`src/rtl/stream_fifo_if.sv`:
```
// Valid/ready stream bundle for the write and read sides of stream_fifo.
// The FIFO takes the slave view; whatever feeds and drains it takes the master view.
interface stream_fifo_if #(
  parameter int WIDTH = 32
);
  logic             wr_valid;
  logic [WIDTH-1:0] wr_data;
  logic             wr_ready;
  logic             rd_ready;
  logic             rd_valid;
  logic [WIDTH-1:0] rd_data;

  modport master (
    output wr_valid, wr_data, rd_ready,
    input  wr_ready, rd_valid, rd_data
  );

  modport slave (
    input  wr_valid, wr_data, rd_ready,
    output wr_ready, rd_valid, rd_data
  );
endinterface

```
`src/rtl/stream_fifo.sv`:
```
// Synchronous FIFO using all DEPTH entries (any DEPTH), with a registered or FWFT read side,
// almost-full/almost-empty thresholds, an occupancy count and sticky overflow/underflow flags.
module stream_fifo #(
  parameter int WIDTH    = 32,
  parameter int DEPTH    = 8,
  parameter int AF_LEVEL = DEPTH - 1,
  parameter int AE_LEVEL = 1,
  parameter int FWFT     = 0
) (
  input  logic                       CLK,
  input  logic                       RST,
  stream_fifo_if.slave               bus,
  input  logic                       clr_err,
  output logic [$clog2(DEPTH+1)-1:0] count,
  output logic                       full,
  output logic                       empty,
  output logic                       almost_full,
  output logic                       almost_empty,
  output logic                       overflow,
  output logic                       underflow
);
  localparam int CW = $clog2(DEPTH + 1);
  localparam int PW = $clog2(DEPTH);
  localparam logic [CW-1:0] DEPTH_C = CW'(DEPTH);
  localparam logic [CW-1:0] AF_C    = CW'(AF_LEVEL);
  localparam logic [CW-1:0] AE_C    = CW'(AE_LEVEL);
  localparam logic [PW-1:0] LAST_P  = PW'(DEPTH - 1);

  logic [WIDTH-1:0] mem [DEPTH];
  logic [PW-1:0]    wp;
  logic [PW-1:0]    rp;
  logic             push;
  logic             pop;
  logic             rd_valid_w;
  logic [WIDTH-1:0] rd_data_w;

  assign full         = (count == DEPTH_C);
  assign empty        = (count == '0);
  assign almost_full  = (count >= AF_C);
  assign almost_empty = (count <= AE_C);

  assign push = bus.wr_valid && !full;
  assign pop  = bus.rd_ready && !empty;

  assign bus.wr_ready = !full;
  assign bus.rd_valid = rd_valid_w;
  assign bus.rd_data  = rd_data_w;

  always_ff @(posedge CLK) begin
    if (push) begin
      mem[wp] <= bus.wr_data;
    end
  end

  // Pointers wrap by explicit compare so non-power-of-two depths use every entry.
  always_ff @(posedge CLK or posedge RST) begin
    if (RST) begin
      wp    <= '0;
      rp    <= '0;
      count <= '0;
    end else begin
      if (push) begin
        wp <= (wp == LAST_P) ? '0 : wp + 1'b1;
      end
      if (pop) begin
        rp <= (rp == LAST_P) ? '0 : rp + 1'b1;
      end
      case ({push, pop})
        2'b10:   count <= count + 1'b1;
        2'b01:   count <= count - 1'b1;
        default: count <= count;
      endcase
    end
  end

  always_ff @(posedge CLK or posedge RST) begin
    if (RST) begin
      overflow  <= 1'b0;
      underflow <= 1'b0;
    end else begin
      if (bus.wr_valid && full) begin
        overflow <= 1'b1;
      end else if (clr_err) begin
        overflow <= 1'b0;
      end
      if (bus.rd_ready && empty) begin
        underflow <= 1'b1;
      end else if (clr_err) begin
        underflow <= 1'b0;
      end
    end
  end

  generate
    if (FWFT != 0) begin : g_fwft
      // Masked while empty so rd_data reads zero out of reset despite the unreset array.
      assign rd_valid_w = !empty;
      assign rd_data_w  = empty ? '0 : mem[rp];
    end else begin : g_registered
      logic             rd_valid_q;
      logic [WIDTH-1:0] rd_data_q;

      always_ff @(posedge CLK or posedge RST) begin
        if (RST) begin
          rd_valid_q <= 1'b0;
          rd_data_q  <= '0;
        end else begin
          rd_valid_q <= pop;
          if (pop) begin
            rd_data_q <= mem[rp];
          end
        end
      end

      assign rd_valid_w = rd_valid_q;
      assign rd_data_w  = rd_data_q;
    end
  endgenerate
endmodule

```
`src/flat_wrapper.sv`:
```
// flat-port wrapper written by rule: the top's interface ports become plain ports
module stream_fifo_flat 
#(
  parameter int WIDTH    = 32,
  parameter int DEPTH    = 8,
  parameter int AF_LEVEL = DEPTH - 1,
  parameter int AE_LEVEL = 1,
  parameter int FWFT     = 0
)
  (CLK, RST, clr_err, count, full, empty, almost_full, almost_empty, overflow, underflow, bus_wr_valid, bus_wr_data, bus_rd_ready, bus_wr_ready, bus_rd_valid, bus_rd_data);
  stream_fifo_if #(.WIDTH(WIDTH)) bus_i ();
  input  logic CLK;
  input  logic RST;
  input  logic clr_err;
  output logic [$clog2(DEPTH+1)-1:0] count;
  output logic full;
  output logic empty;
  output logic almost_full;
  output logic almost_empty;
  output logic overflow;
  output logic underflow;
  input wire logic [$bits(bus_i.wr_valid)-1:0] bus_wr_valid;
  input wire logic [$bits(bus_i.wr_data)-1:0] bus_wr_data;
  input wire logic [$bits(bus_i.rd_ready)-1:0] bus_rd_ready;
  output wire logic [$bits(bus_i.wr_ready)-1:0] bus_wr_ready;
  output wire logic [$bits(bus_i.rd_valid)-1:0] bus_rd_valid;
  output wire logic [$bits(bus_i.rd_data)-1:0] bus_rd_data;
  assign bus_i.wr_valid = bus_wr_valid;
  assign bus_i.wr_data = bus_wr_data;
  assign bus_i.rd_ready = bus_rd_ready;
  assign bus_wr_ready = bus_i.wr_ready;
  assign bus_rd_valid = bus_i.rd_valid;
  assign bus_rd_data = bus_i.rd_data;
  stream_fifo #(.WIDTH(WIDTH), .DEPTH(DEPTH), .AF_LEVEL(AF_LEVEL), .AE_LEVEL(AE_LEVEL), .FWFT(FWFT)) u_core (.CLK(CLK), .RST(RST), .bus(bus_i), .clr_err(clr_err), .count(count), .full(full), .empty(empty), .almost_full(almost_full), .almost_empty(almost_empty), .overflow(overflow), .underflow(underflow));
endmodule
```
`config.mk`:
```
export PLATFORM = sky130hd
export DESIGN_NAME = stream_fifo_flat
export DESIGN_NICKNAME = d
export VERILOG_FILES = /design/src/rtl/stream_fifo_if.sv /design/src/rtl/stream_fifo.sv /design/src/flat_wrapper.sv
export SDC_FILE = /design/constraint.sdc
export NUM_CORES = 1
export LEC_CHECK = 0
export CORE_AREA = 8 8 212 214
export CTS_CLUSTER_SIZE = 24
export DETAILED_ROUTE_END_ITERATION = 10
export DIE_AREA = 0 0 220 222
export GPL_TIMING_DRIVEN = 0
export MAX_ROUTING_LAYER = met4
export RECOVER_POWER = 100
export SKIP_CTS_REPAIR_TIMING = 1
export SYNTH_ARGS = -nofsm -noshare
export SYNTH_HDL_FRONTEND = slang
export SYNTH_SLANG_ARGS = --single-unit
export TNS_END_PERCENT = 5
```
`constraint.sdc`:
```
create_clock -name CLK -period 12.3 [get_ports CLK]
set_clock_uncertainty 0.2 [all_clocks]
set_input_delay 2.46 -clock CLK [delete_from_list [all_inputs] [get_ports CLK]]
set_output_delay 2.46 -clock CLK [all_outputs]
set_load 0.05 [all_outputs]
```
==> results.toml <==
[clock_network]
cts_tree = "done"
clk_path_buf_depth = 3
clkSlewWorstSetupHoldPaths_ns = 0.06
root_buffer = "clkbuf_16"
clock_sinks = 301
clock_latency_ns = 0.55
htree_levels = 1
numCtsBuffers = 31

[timing]
rsz0062_at_grt = "false"
final.setup.tns_ns = 0
timing.final.crit_share = 0.485
fin_crit_ns = 5.96
setup_violations = 0
hold_viol = 0
worstMarginPinSlew_ns = 2.25
fin_ws_ns = 6.34
slew_headroom = -0.499
clock.fmax_mhz = 168
maxSlewViolCount = 63

[power_and_ir_drop]
pwr-share-comb = 0.352
intPower_mw = 2.37
p_sw_frac = 0.352
p_sw_mw = 1.29
p_clk_frac = 0.266
p_leak_nw = 5.02
p_per_area_nw_per_um2 = 254
peakVddDrop_mv = 0.106
p_seq_frac = 0.382

[critical_path]
end_kind = "primary output"
worstSetupPathType = "reg2out"
cp.required_ns = 9.64
path_cells = "inv_1, ha_1, nor3b_4, clkbuf_1, dlygate4sd3_1"
cp_top_family = "buffers and inverters"
crit_buf_inv = 3
crit_slowest_cell = "dlygate4sd3_1"
crit_arrival_ns = 3.30
cp_max_fo = 10
cpPeakStageDelay_ns = 0.96
start_kind = "flip-flop"

[final_layout]
syn2layout_area_growth_pct = 21.9
fillCellCount = 3930
final_net_count = 839
design_area_sq_um = 14400
final_util = 0.348
drive_above_1_share = 0.175
finalNonFillerCells = 1360

[route]
wl_met1_mm = 13.0
remaining_drc_errors = 0
avgRoutedWirePerCell_um = 21.1
drt_iter0_markers = 373
antenna_left = 0
vias = 6325
viasPerCell = 4.65
routed_wl_mm = 28.6
wl_met3_mm = 1.66
highest_layer = "met4"
firstDrtPassIters = 4
wl_met2_mm = 13.4

[synthesis]
yosys_warnings = 0
ys_seq_area_frac = 0.744
yosysUniqueCellTypes = 34
synth_area_leaders = "edfxtp_1 65%, dfrtp_1 9.5%, mux2_2 5.7%"
syn_avg_cell_area_sq_um = 18.0
yosys.area.top_type = "edfxtp_1"
syn_nets = 703
ys_ff_latch = 301
synthesis.area_sq_um = 11800
async_reset_ff_frac = 0.150
syn-instance-count = 658
yosysTopAreaCellShare = 0.649
ys.flop_type = "edfxtp_1"
synth-edff-count = 256

[placed_design]
pre_cts_slack_ns = 6.98
hpwl_mm = 19.5
place_inst = 1300
io_buffers = 80
gp_congestion = 0.743
placed_area_sq_um = 13700

[global_routing]
overflow = 0
grt_pass1_vias = 6747
grt_pass1_wl_mm = 42.8
grt_max_degree = 32
antenna_found_initial = 5
grtUsageTotal = 0.119

[floorplan]
start_util = 0.286
fp-row-count = 75
die_x_um = 220
die_h_um = 222
die_area_sq_um = 48800
ios = 81
core_area_sq_um = 41500

[outcome]
status = "complete, but fails checks"
violations = "max-capacitance violations, max-slew violations"

[flow_run]
maxCapViolCount = 4

[worst_hold_path]
holdCritPathClass = "reg2reg"
worst paths after layout:
check | from | endpoint | slack, ns | cells past startpoint
min in group asynchronous | RST | u_core.bus.rd_data[12] | 2.21 | 2
worst min-delay path | u_core.underflow | u_core.underflow | 0.30 | 1
max in group asynchronous | RST | u_core.bus.rd_data[27] | 7.19 | 3
worst max register to register | u_core.count[0] | u_core.mem[3][25] | 8.17 | 6
worst max-delay path | u_core.count[0] | empty | 6.34 | 5
worst min register to register | u_core.underflow | u_core.underflow | 0.30 | 1
stage by stage:
step | hold slack, ns | total power [mW]
floorplan | 0.359 | 2.32
global placement | 0.294 | 2.76
detailed placement | 0.301 | 2.82
CTS | 0.314 | 3.79
global route | 0.312 | 3.83
finish | 0.299 | 3.67
cell usage in the layout (no fill, tap or decap), types with 4 or more instances in the layout:
cell type,instances
nand2b_1,5
clkbuf_16,31
o31ai_1,19
dfrtp_1,45
nor2_1,8
buf_2,4
nand2_1,4
ha_1,8
a22o_1,34
o21ai_0,35
inv_1,6
edfxtp_1,256
o22ai_1,32
buf_4,6
nor3_1,5
mux2i_1,65
o31ai_2,13
mux2_1,9
buf_6,5
mux2_2,60
clkbuf_1,51
bufinv_16,4
clkinv_2,7
dlygate4sd3_1,80
clkbuf_8,8
Yosys cell counts, drive strengths merged (2+ instances only):
library cell and count:
nor2 8, buf 20, o22ai 32, o21ai 35, edfxtp 256, a22o 34
xor2 2, o31ai 32, mux2i 65, mux2 69, xnor2 2, clkbuf 19
nand2 4, dfrtp 45, nor2b 2, nand2b 5, inv 7, ha 8
nor3 5
layout make-up:
class                   count  area, sq um  share of cell area
flip-flops and latches    301         8810               0.610
multi-input cells         311         2720               0.189
clock buffers              44          905              0.0627
repair buffers            103          887              0.0614
well taps                 539          674              0.0467
plain buffers              39          223              0.0154
clock inverters            14          180              0.0125
inverters                   7         26.3             0.00182
diodes                      2         5.00            0.000347
per-layer routing:
metal	vias to the layer above	global-route usage
li1	2902	-
met1	3242	0.154
met2	135	0.191
met3	46	0.0255
met4	0	0.0222
met5	-	-
power groups by stage:
stage	registers [mW]	logic [mW]	clock network, mW
2_1_floorplan	1.63	0.692	0
3_3_place_gp	1.43	1.33	0
3_5_place_dp	1.42	1.39	0
4_1_cts	1.40	1.40	0.994
5_1_grt	1.42	1.38	1.03
6_report	1.40	1.29	0.976
state kept, by name (all words and copies together) (netlist names):
register             flops
u_core.mem             256
u_core.count             4
u_core.underflow         1
u_core.bus.rd_valid      1
u_core.rp                3
u_core.bus.rd_data      32
u_core.wp                3
u_core.overflow          1
logic make-up after synthesis:
logic type | after synthesis | share of synthesized area
AO/OA/AOI/OAI | 135 | 0.0866
XOR/XNOR | 4 | 0.00296
adder cells (fa/ha/maj) | 8 | 0.00845
buffers and inverters | 46 | 0.0232
flip-flops | 301 | 0.744
multiplexers | 134 | 0.120
AND/OR/NAND/NOR | 30 | 0.0144
(Power assumes the default switching activity.)
